File: src/rtl/seg_pkg.sv
// Shared types and constants for the seven-segment readback monitor.
// Segment patterns are gfedcba, active-low (a lit segment reads 0).
package seg_pkg;

   typedef logic [6:0] seg_t;

   localparam seg_t SEG_BLANK = 7'h7F;

   // Hex glyphs 0..F as produced by the display driver
   localparam seg_t SEG_GLYPH [16] = '{
      7'h40, 7'h79, 7'h24, 7'h30, 7'h19, 7'h12, 7'h02, 7'h78,
      7'h00, 7'h10, 7'h08, 7'h03, 7'h46, 7'h21, 7'h06, 7'h0E
   };

   typedef enum logic [1:0] {
      ST_SAMPLE = 2'd0,
      ST_SETTLE = 2'd1,
      ST_EMIT   = 2'd2
   } rd_state_t;

   typedef struct packed {
      logic [3:0] value;
      logic       blank;
      logic       invalid;
   } seg_result_t;

endpackage

File: src/rtl/seven_segment_encoder.sv
// Pattern-to-result converter: maps an active-low segment pattern back to
// its hex value, flagging all-off patterns as blank and anything else that
// is not a glyph as invalid.
module seven_segment_encoder
   import seg_pkg::*;
(
   input  seg_t        seg,
   output seg_result_t res
);

   // Table lookup; glyphs are unique so at most one entry matches
   always_comb begin
      res         = '0;
      res.invalid = 1'b1;
      if (seg == SEG_BLANK) begin
         res.blank   = 1'b1;
         res.invalid = 1'b0;
      end else begin
         for (int v = 0; v < 16; v++) begin
            if (seg == SEG_GLYPH[v]) begin
               res.value   = 4'(v);
               res.invalid = 1'b0;
            end
         end
      end
   end

endmodule

File: src/rtl/seven_segment_reader.sv
// Scanning readback monitor for the common-anode seven-segment displays.
// Walks the digits in turn, waits for each pattern to stay unchanged for
// STABLE_CYCLES samples, decodes it and presents it on a valid/ready stream.
// Optional build macro SEVEN_SEG_READER_CHANGE_ONLY_EN: remember the last
// result per digit and only emit digits whose decoded result has changed.
module seven_segment_reader
   import seg_pkg::*;
#(
   parameter  int NUM_DIGITS    = 6,
   parameter  int STABLE_CYCLES = 4,
   localparam int IDX_W         = (NUM_DIGITS > 1) ? $clog2(NUM_DIGITS) : 1
) (
   input  logic                    clk,
   input  logic                    rst_n,
   input  logic                    enable,
   input  logic [7*NUM_DIGITS-1:0] seg_bus,
   input  logic                    out_ready,
   output logic                    out_valid,
   output logic [IDX_W-1:0]        out_digit_idx,
   output logic [3:0]              out_value,
   output logic                    out_blank,
   output logic                    out_invalid,
   output logic                    scan_done
);

   localparam logic [7:0]       CNT_LAST = 8'(STABLE_CYCLES - 1);
   localparam logic [IDX_W-1:0] IDX_LAST = IDX_W'(NUM_DIGITS - 1);

   rd_state_t        state;
   logic [IDX_W-1:0] idx;
   logic [7:0]       cnt;
   seg_t             lat;
   seg_t             cur;
   seg_result_t      lat_res;
   logic             idx_wrap;
   logic [IDX_W-1:0] idx_next;
   logic             skip_emit;

   // Select the pattern of the digit currently being scanned
   always_comb begin
      cur = SEG_BLANK;
      for (int k = 0; k < NUM_DIGITS; k++) begin
         if (idx == IDX_W'(k)) cur = seg_bus[7*k +: 7];
      end
   end

   assign idx_wrap = (idx == IDX_LAST);
   assign idx_next = idx_wrap ? '0 : idx + 1'b1;

   // Decoding works on the latched pattern, which equals the live one
   // whenever the stability count completes.
   seven_segment_encoder u_enc (
      .seg (lat),
      .res (lat_res)
   );

`ifdef SEVEN_SEG_READER_CHANGE_ONLY_EN
   logic [NUM_DIGITS-1:0] seen;
   seg_result_t           rec [NUM_DIGITS];

   assign skip_emit = seen[idx] && (rec[idx] == lat_res);
`else
   assign skip_emit = 1'b0;
`endif

   // Scan FSM with registered result outputs
   always_ff @(posedge clk or negedge rst_n) begin
      if (!rst_n) begin
         state         <= ST_SAMPLE;
         idx           <= '0;
         cnt           <= '0;
         lat           <= SEG_BLANK;
         out_valid     <= 1'b0;
         out_digit_idx <= '0;
         out_value     <= '0;
         out_blank     <= 1'b0;
         out_invalid   <= 1'b0;
         scan_done     <= 1'b0;
`ifdef SEVEN_SEG_READER_CHANGE_ONLY_EN
         seen          <= '0;
         for (int k = 0; k < NUM_DIGITS; k++) rec[k] <= '0;
`endif
      end else begin
         scan_done <= 1'b0;
         unique case (state)
            ST_SAMPLE: begin
               if (enable) begin
                  lat   <= cur;
                  cnt   <= 8'd1;
                  state <= ST_SETTLE;
               end
            end
            ST_SETTLE: begin
               if (!enable) begin
                  state <= ST_SAMPLE;
               end else if (cur != lat) begin
                  lat <= cur;
                  cnt <= 8'd1;
               end else if (cnt == CNT_LAST) begin
                  cnt <= cnt + 8'd1;
                  if (skip_emit) begin
                     // Unchanged digit: move straight on to the next one
                     idx       <= idx_next;
                     scan_done <= idx_wrap;
                     state     <= ST_SAMPLE;
                  end else begin
                     out_valid     <= 1'b1;
                     out_digit_idx <= idx;
                     out_value     <= lat_res.value;
                     out_blank     <= lat_res.blank;
                     out_invalid   <= lat_res.invalid;
                     state         <= ST_EMIT;
`ifdef SEVEN_SEG_READER_CHANGE_ONLY_EN
                     seen[idx]     <= 1'b1;
                     rec[idx]      <= lat_res;
`endif
                  end
               end else begin
                  cnt <= cnt + 8'd1;
               end
            end
            ST_EMIT: begin
               // Result stays frozen until the consumer takes it
               if (out_ready) begin
                  out_valid <= 1'b0;
                  idx       <= idx_next;
                  scan_done <= idx_wrap;
                  state     <= ST_SAMPLE;
               end
            end
            default: state <= ST_SAMPLE;
         endcase
      end
   end

endmodule
File: config.mk
export PLATFORM = sky130hd
export DESIGN_NAME = seven_segment_reader
export DESIGN_NICKNAME = d
export VERILOG_FILES = /design/src/rtl/seg_pkg.sv /design/src/rtl/seven_segment_encoder.sv /design/src/rtl/seven_segment_reader.sv
export SDC_FILE = /design/constraint.sdc
export NUM_CORES = 1
export LEC_CHECK = 0
export CAP_MARGIN = 20
export CORE_MARGIN = 3
export CORE_UTILIZATION = 51
export DETAILED_ROUTE_END_ITERATION = 12
export MAX_ROUTING_LAYER = met4
export PLACE_DENSITY = 0.78
export SKIP_CTS_REPAIR_TIMING = 1
export SYNTH_ARGS = -nofsm -noshare
export SYNTH_HDL_FRONTEND = slang
export SYNTH_HIERARCHICAL = 1
export SYNTH_SLANG_ARGS = --single-unit
File: constraint.sdc
create_clock -name clk -period 4 [get_ports clk]
set_input_delay 0.4 -clock clk [delete_from_list [all_inputs] [get_ports clk]]
set_output_delay 0.4 -clock clk [all_outputs]
set_load 0.005 [all_outputs]
==> results of run 1 <==
sequential cells by signal, indices dropped and copies added, names as in the netlist, 2 cells and up:
signal / count
out_value: 4
lat: 7
state: 2
out_digit_idx: 3
cnt: 8
idx: 3
final timing paths:
| kind | start | cells past startpoint | endpoint |
|---|---|---|---|
| setup / recovery | idx[1]$_DFFE_PN0P_ | 9 | out_digit_idx[0]$_DFFE_PN0P_ |
| hold / removal | out_invalid$_DFFE_PN0P_ | 1 | out_invalid$_DFFE_PN0P_ |
| setup reg to reg | idx[1]$_DFFE_PN0P_ | 9 | out_digit_idx[0]$_DFFE_PN0P_ |
| hold reg to reg | out_invalid$_DFFE_PN0P_ | 1 | out_invalid$_DFFE_PN0P_ |
| max in group asynchronous | rst_n | 2 | lat[1]$_DFFE_PN1P_ |
| min in group asynchronous | rst_n | 1 | out_value[2]$_DFFE_PN0P_ |
logic make-up (layout without fill, tap and decap cells):
kind of cell | after synthesis | after routing | share of synthesized area [%]
simple gates | 122 | 122 | 24.8
compound gates | 96 | 96 | 25.0
buf+inv | 43 | 86 | 7.26
mux | 31 | 31 | 12.0
flops | 31 | 31 | 28.4
xor+xnor | 5 | 5 | 1.59
fa+ha+maj | 2 | 2 | 0.907
power breakdown:
group          internal [W]  leakage (nW)  switching (W)  total [W]
logic              0.000101         0.817      0.0000827   0.000183
registers          0.000329         0.396      0.0000458   0.000375
clock network      0.000157        0.0515       0.000107   0.000264
total              0.000586          1.26       0.000236   0.000822
cells in the mapped netlist (all sizes together), types with 3 or more instances:
cell      n  share of area (%)
a2111oi   4                2.6
a211oi    3               0.82
a21oi    17                3.2
a2bb2oi   3               0.95
a31oi     9                2.0
and2      3               0.68
and3      3               0.68
buf      16                3.6
clkbuf   10                1.4
dfrtp    24                 22
dfstp     7                6.7
inv      17                2.3
mux2     17                6.9
mux2i    14                5.1
nand2    21                2.9
nand2b   12                2.7
nand3    10                1.8
nand3b    3               0.82
nand4     6                1.9
nor2     25                3.4
nor2b     8                1.8
nor3     10                1.8
nor4      4               0.91
o2111ai   3               0.95
o211ai    5                1.4
o21ai    26                4.7
o22ai     6                1.6
or3       4               0.91
xnor2     3               0.95
stage by stage:
stage / cells / hold WS, ps / total power, W / utilization [%]
final: 443 / 508 / 0.000822 / 65.9
after global routing: 443 / 532 / 0.000866 / 65.9
after CTS: 443 / 507 / 0.000829 / 65.9
after detailed placement: 435 / 497 / 0.000560 / 63.9
after global placement: 435 / 493 / 0.000558 / 63.9
after floorplan: 330 / 104 / 0.000479 / -
cell type report:
cell class,instances,area (sq um),area share (%)
inverter,17,63.8,1.87
timing repair buffer,61,598,17.6
sequential,31,785,23.0
clock buffer,8,100,2.94
multi-input combinational,256,1770,52.0
tap,70,87.6,2.57
metal layers:
layer | vias up | part of all wire [%] | global-route usage (%)
met4 | 0 | 1.4 | 7.39
met3 | 9 | 5.8 | 3.72
met5 | - | 0 | -
met1 | 1276 | 47 | 34.6
li1 | 1319 | - | -
met2 | 105 | 46 | 35.7
worst max-delay path: cells and delay by family (launching register included):
kind                     cells  cell delay, ps
adder cells (fa/ha/maj)      1             190
AND/OR/NAND/NOR              3            1020
multiplexers                 1             350
AO/OA/AOI/OAI                4            1030
flip-flops                   1             580
==> run_results.csv, run 1 <==
group,metric,value,unit
run_status,status,"finished, final reports clean",
placement,dp_hpwl,5270,um
sta,fin_crit_sh,82.6,%
drt,wl_per_cell,16.0,um
worst_setup_path,critical_path.slowest_cell,"dfrtp_1",
run,drv_cap,0,
floorplanning,initial_utilization,53.3,%
worst_setup_path,cp_data_required_time,4160,ps
sta,slew_violations,0,
finish,antennaDiodeCount,0,
floorplanning,die-area,6330,sq um
synth,async_flop_share,100,%
worst_setup_path,endpoint_kind,"flip-flop",
placement,io_buffers,56,
clock_tree,clk_pin_slew,70,ps
placement,post-place-ws,710,ps
synth,synth_flop_cell,"dfrtp_1",
synth,syn_inst,330,
floorplanning,die_h,79.5,um
synth,yosys_warnings,6,
sta,min_period,3300,ps
power_and_ir_drop,p_per_area,241,nW/um^2
synth,ys_ff_latch,31,
power_and_ir_drop,vdd_ir_drop_max,0.000242,V
worst_setup_path,start_kind,"flip-flop",
drt,drc,0,
floorplanning,placementRows,26,
worst_setup_path,regToRegSetupSlack,700,ps
global_routing,grt_pass1_wl,12000,um
clock_tree,clock-sinks,31,
floorplanning,io_pins,57,
worst_setup_path,worstSetupPathType,"reg -> reg",
clock_tree,htreeDepth,2,
finish,area_growth,23.5,%
synth,syn_avg_cell_area,8.36,sq um
sta,tns,0,ps
clock_tree,cts_root_buf,"clkbuf_8",
clock_tree,clkLatencyLatePin,280,ps
power_and_ir_drop,leakagePower,1.26,nW
placement,gp_congestion,0.973,
synth,ys_types,64,
global_routing,overflow,0,
worst_setup_path,cp_max_fo,22,
clock_tree,cts_tree,"yes",
drt,vias,2709,
finish,drive_gt1_share,11.8,%
drt,via_per_inst,6.12,
finish,layout_commonest_cell,"clkdlybuf4s50_1",
synth,yosysSeqAreaShare,28.4,%
synth,syn_nets,378,
synth,syn_area,2760,sq um
finish,final_area,3410,sq um
clock_tree,cts_buffers,5,
sta,hold_violations,0,
worst_setup_path,slowest_delay,580,ps
sta,setup_ws,696,ps
finish,layout_common_cells,"56 x clkdlybuf4s50_1, 25 x nor2_1, 25 x o21ai_0",
min_path,hp-class,"reg -> reg",
global_routing,grt_antenna_before_repair,0,
floorplanning,core_area,5170,sq um
finish,num-nets-final,420,
drt,ant_nets,0,
sta,fmax,303,MHz
worst_setup_path,cp_cell_sequence,"and2_1, ha_1, or4b_4, o22ai_2, a2111oi_0, a221o_1, a2111oi_4, nand4_4, mux2_2",
worst_setup_path,worstPathArrival,3470,ps
clock_tree,cts_buffer_depth,2,
placement,place_area,3310,sq um
floorplanning,die_x,79.5,um
sta,max_slew_margin,40.2,%
finish,nFillCells,429,
sta,rsz0062_at_grt,"false",
drt,routed_wl,7100,um
sta,finClkSkew,8.62,ps
drt,firstDrtPassIters,5,
synth,synth_edf_count,0,
sta,worstMarginPinSlew,895,ps
drt,first_iter_violations,280,
global_routing,grt_usage,24.3,%
global_routing,grt_pass1_vias,2489,
global_routing,grt_max_degree,41,
sta,setup_viol,0,
(Power assumes the default switching activity.)
==> inputs of run 2 (changes only) <==
==> constraint.sdc (replaced) <==
create_clock -name clk -period 3.1 [get_ports clk]
set_input_delay 0.31 -clock clk [delete_from_list [all_inputs] [get_ports clk]]
set_output_delay 0.31 -clock clk [all_outputs]
set_load 0.005 [all_outputs]
==> run_results.csv, run 2 (same netlist as run 1, synthesis figures left out) <==
group,metric,value,unit
clock_tree,clock-sinks,31,
sta,hold_ws,425,ps
floorplanning,die_x,79.5,um
run,drv_cap,0,
finish,nFillCells,403,
power_and_ir_drop,vdd_ir_drop_max,0.000316,V
sta,min_period,3050,ps
finish,post-route-util,69.2,%
floorplanning,initial_utilization,53.3,%
sta,tns,0,ps
worst_setup_path,r2r-start,"idx[0]$_DFFE_PN0P_",
drt,routed_wl,8010,um
worst_setup_path,cp_data_required_time,3260,ps
min_path,hp-class,"in -> async",
global_routing,grt_antenna_before_repair,0,
sta,setup_viol,0,
drt,firstDrtPassIters,6,
worst_setup_path,critPathTopFamily,"compound AO/OA/AOI/OAI gates",
sta,slew_violations,0,
clock_tree,clkLatencyLatePin,280,ps
floorplanning,io_pins,57,
clock_tree,clk_pin_slew,60,ps
power_and_ir_drop,power.share.switching,29.8,%
clock_tree,cts_tree,"yes",
drt,wl_per_cell,17.6,um
drt,via_per_inst,6.19,
finish,drive_gt1_share,15.8,%
drt,vias,2823,
clock_tree,cts_buffer_depth,2,
sta,finClkSkew,4.59,ps
worst_setup_path,regToRegSetupSlack,50,ps
power_and_ir_drop,p_per_area,294,nW/um^2
global_routing,overflow,0,
global_routing,grt_max_degree,32,
sta,setup_ws,47.8,ps
sta,fin_crit_sh,98.5,%
finish,layout_common_cells,"56 x clkdlybuf4s50_1, 25 x nor2_1, 24 x o21ai_0, 24 x dfrtp_1, 21 x nand2_1",
global_routing,grt_pass1_wl,12800,um
worst_setup_path,endpoint_kind,"flip-flop",
floorplanning,core_area,5170,sq um
sta,max_slew_margin,16.2,%
worst_setup_path,worstPathArrival,3220,ps
power_and_ir_drop,share_seq_of_total_power,45.9,%
clock_tree,cts_buffers,5,
worst_setup_path,reg2reg_depth,10,
sta,hold_violations,0,
power_and_ir_drop,intPower,0.000740,W
finish,layout_commonest_cell,"clkdlybuf4s50_1",
placement,gp_congestion,0.960,
global_routing,grt_pass1_vias,2563,
worst_setup_path,r2r-end,"out_blank$_DFFE_PN0P_",
clock_tree,htreeDepth,2,
placement,io_buffers,56,
drt,drc,0,
floorplanning,die_h,79.5,um
power_and_ir_drop,comb_power_share,23.9,%
run_status,status,"finished, final reports clean",
finish,antennaDiodeCount,0,
finish,num-nets-final,433,
power_and_ir_drop,p_sw,0.000314,W
worst_setup_path,cp_max_fo,5,
drt,ant_nets,0,
worst_setup_path,start_kind,"flip-flop",
placement,post-place-ws,-32.8,ps
worst_setup_path,cp_cell_sequence,"and2_4, ha_4, or4b_4, o22ai_4, a2111oi_0, a221o_1, a2111oi_4, buf_4, nand4_4, mux2_4",
sta,worstMarginPinSlew,1250,ps
placement,dp_hpwl,5830,um
power_and_ir_drop,power.share.clock,30.2,%
finish,reg_top3,"cnt (8), lat (7), out_value (4)",
worst_setup_path,slowest_delay,510,ps
finish,area_growth,29.7,%
clock_tree,cts_root_buf,"clkbuf_8",
floorplanning,placementRows,26,
floorplanning,die-area,6330,sq um
global_routing,grt_usage,26.1,%
worst_setup_path,worstSetupPathType,"reg -> reg",
sta,fmax,328,MHz
drt,first_iter_violations,270,
finish,largest-register,"cnt",
power_and_ir_drop,leakagePower,1.34,nW
worst_setup_path,critical_path.slowest_cell,"or4b_4",
worst_setup_path,crit_buf_inv,1,
finish,largest_reg_flops,8,
==> run 2: cell types whose count changed in the layout (fill, tap and decap cells not counted), sizes merged <==
cell and change:
buf +12, nand4 +1, clkinv +1, clkbuf -1
==> run 2: through the flow <==
step / std cells / instance area (sq um) / total power, W
after detailed placement: 445 / 3430 / 0.000730
after CTS: 453 / 3520 / 0.00105
after global routing: 456 / 3580 / 0.00111
final: 456 / 3580 / 0.00105
after floorplan: 330 / 2790 / 0.000619
after global placement: 445 / 3430 / 0.000725
==> run 2: worst register-to-register path: stages (launching register included) <==
cell	delay (ps)
dfrtp_1	410
and2_4	180
ha_4	150
or4b_4	510
o22ai_4	190
a2111oi_0	90
a221o_1	330
a2111oi_4	320
buf_4	210
nand4_4	170
mux2_4	380
==> run 2: power by group through the flow <==
stage | logic [W] | registers [W] | clock network [W]
after floorplan | 0.000172 | 0.000447 | 0
after global placement | 0.000238 | 0.000488 | 0
after detailed placement | 0.000242 | 0.000489 | 0
after CTS | 0.000243 | 0.000482 | 0.000327
after global routing | 0.000275 | 0.000489 | 0.000346
final | 0.000252 | 0.000484 | 0.000318
==> run 2: how the worst max path moves through the flow <==
stage                     slack [ps]          startpoint  cells past startpoint                    end
after floorplan                 -240  idx[0]$_DFFE_PN0P_                     12  out_blank$_DFFE_PN0P_
after global placement            40  idx[0]$_DFFE_PN0P_                      9  out_blank$_DFFE_PN0P_
after detailed placement         -30  idx[0]$_DFFE_PN0P_                      9  out_blank$_DFFE_PN0P_
after CTS                        -50  idx[0]$_DFFE_PN0P_                      9  out_blank$_DFFE_PN0P_
after global routing             -70  idx[0]$_DFFE_PN0P_                     10  out_blank$_DFFE_PN0P_
final                             50  idx[0]$_DFFE_PN0P_                     10  out_blank$_DFFE_PN0P_
==> run 2: metal layers <==
| metal | wire length, um | up-vias | track usage, % |
|---|---|---|---|
| met4 | 86 | 0 | 7.04 |
| met1 | 3560 | 1347 | 35.9 |
| li1 | - | 1350 | - |
| met2 | 3850 | 116 | 40.5 |
| met5 | 0 | - | - |
| met3 | 510 | 10 | 3.50 |
==> run 2: layout make-up <==
type | count | area, sq um | share of cell area [%]
Clock buffer | 7 | 86.3 | 2.41
Tap cell | 70 | 87.6 | 2.45
Timing Repair Buffer | 73 | 713 | 19.9
Inverter | 17 | 63.8 | 1.78
Multi-Input combinational cell | 257 | 1840 | 51.3
Clock inverter | 1 | 5.00 | 0.140
Sequential cell | 31 | 785 | 21.9
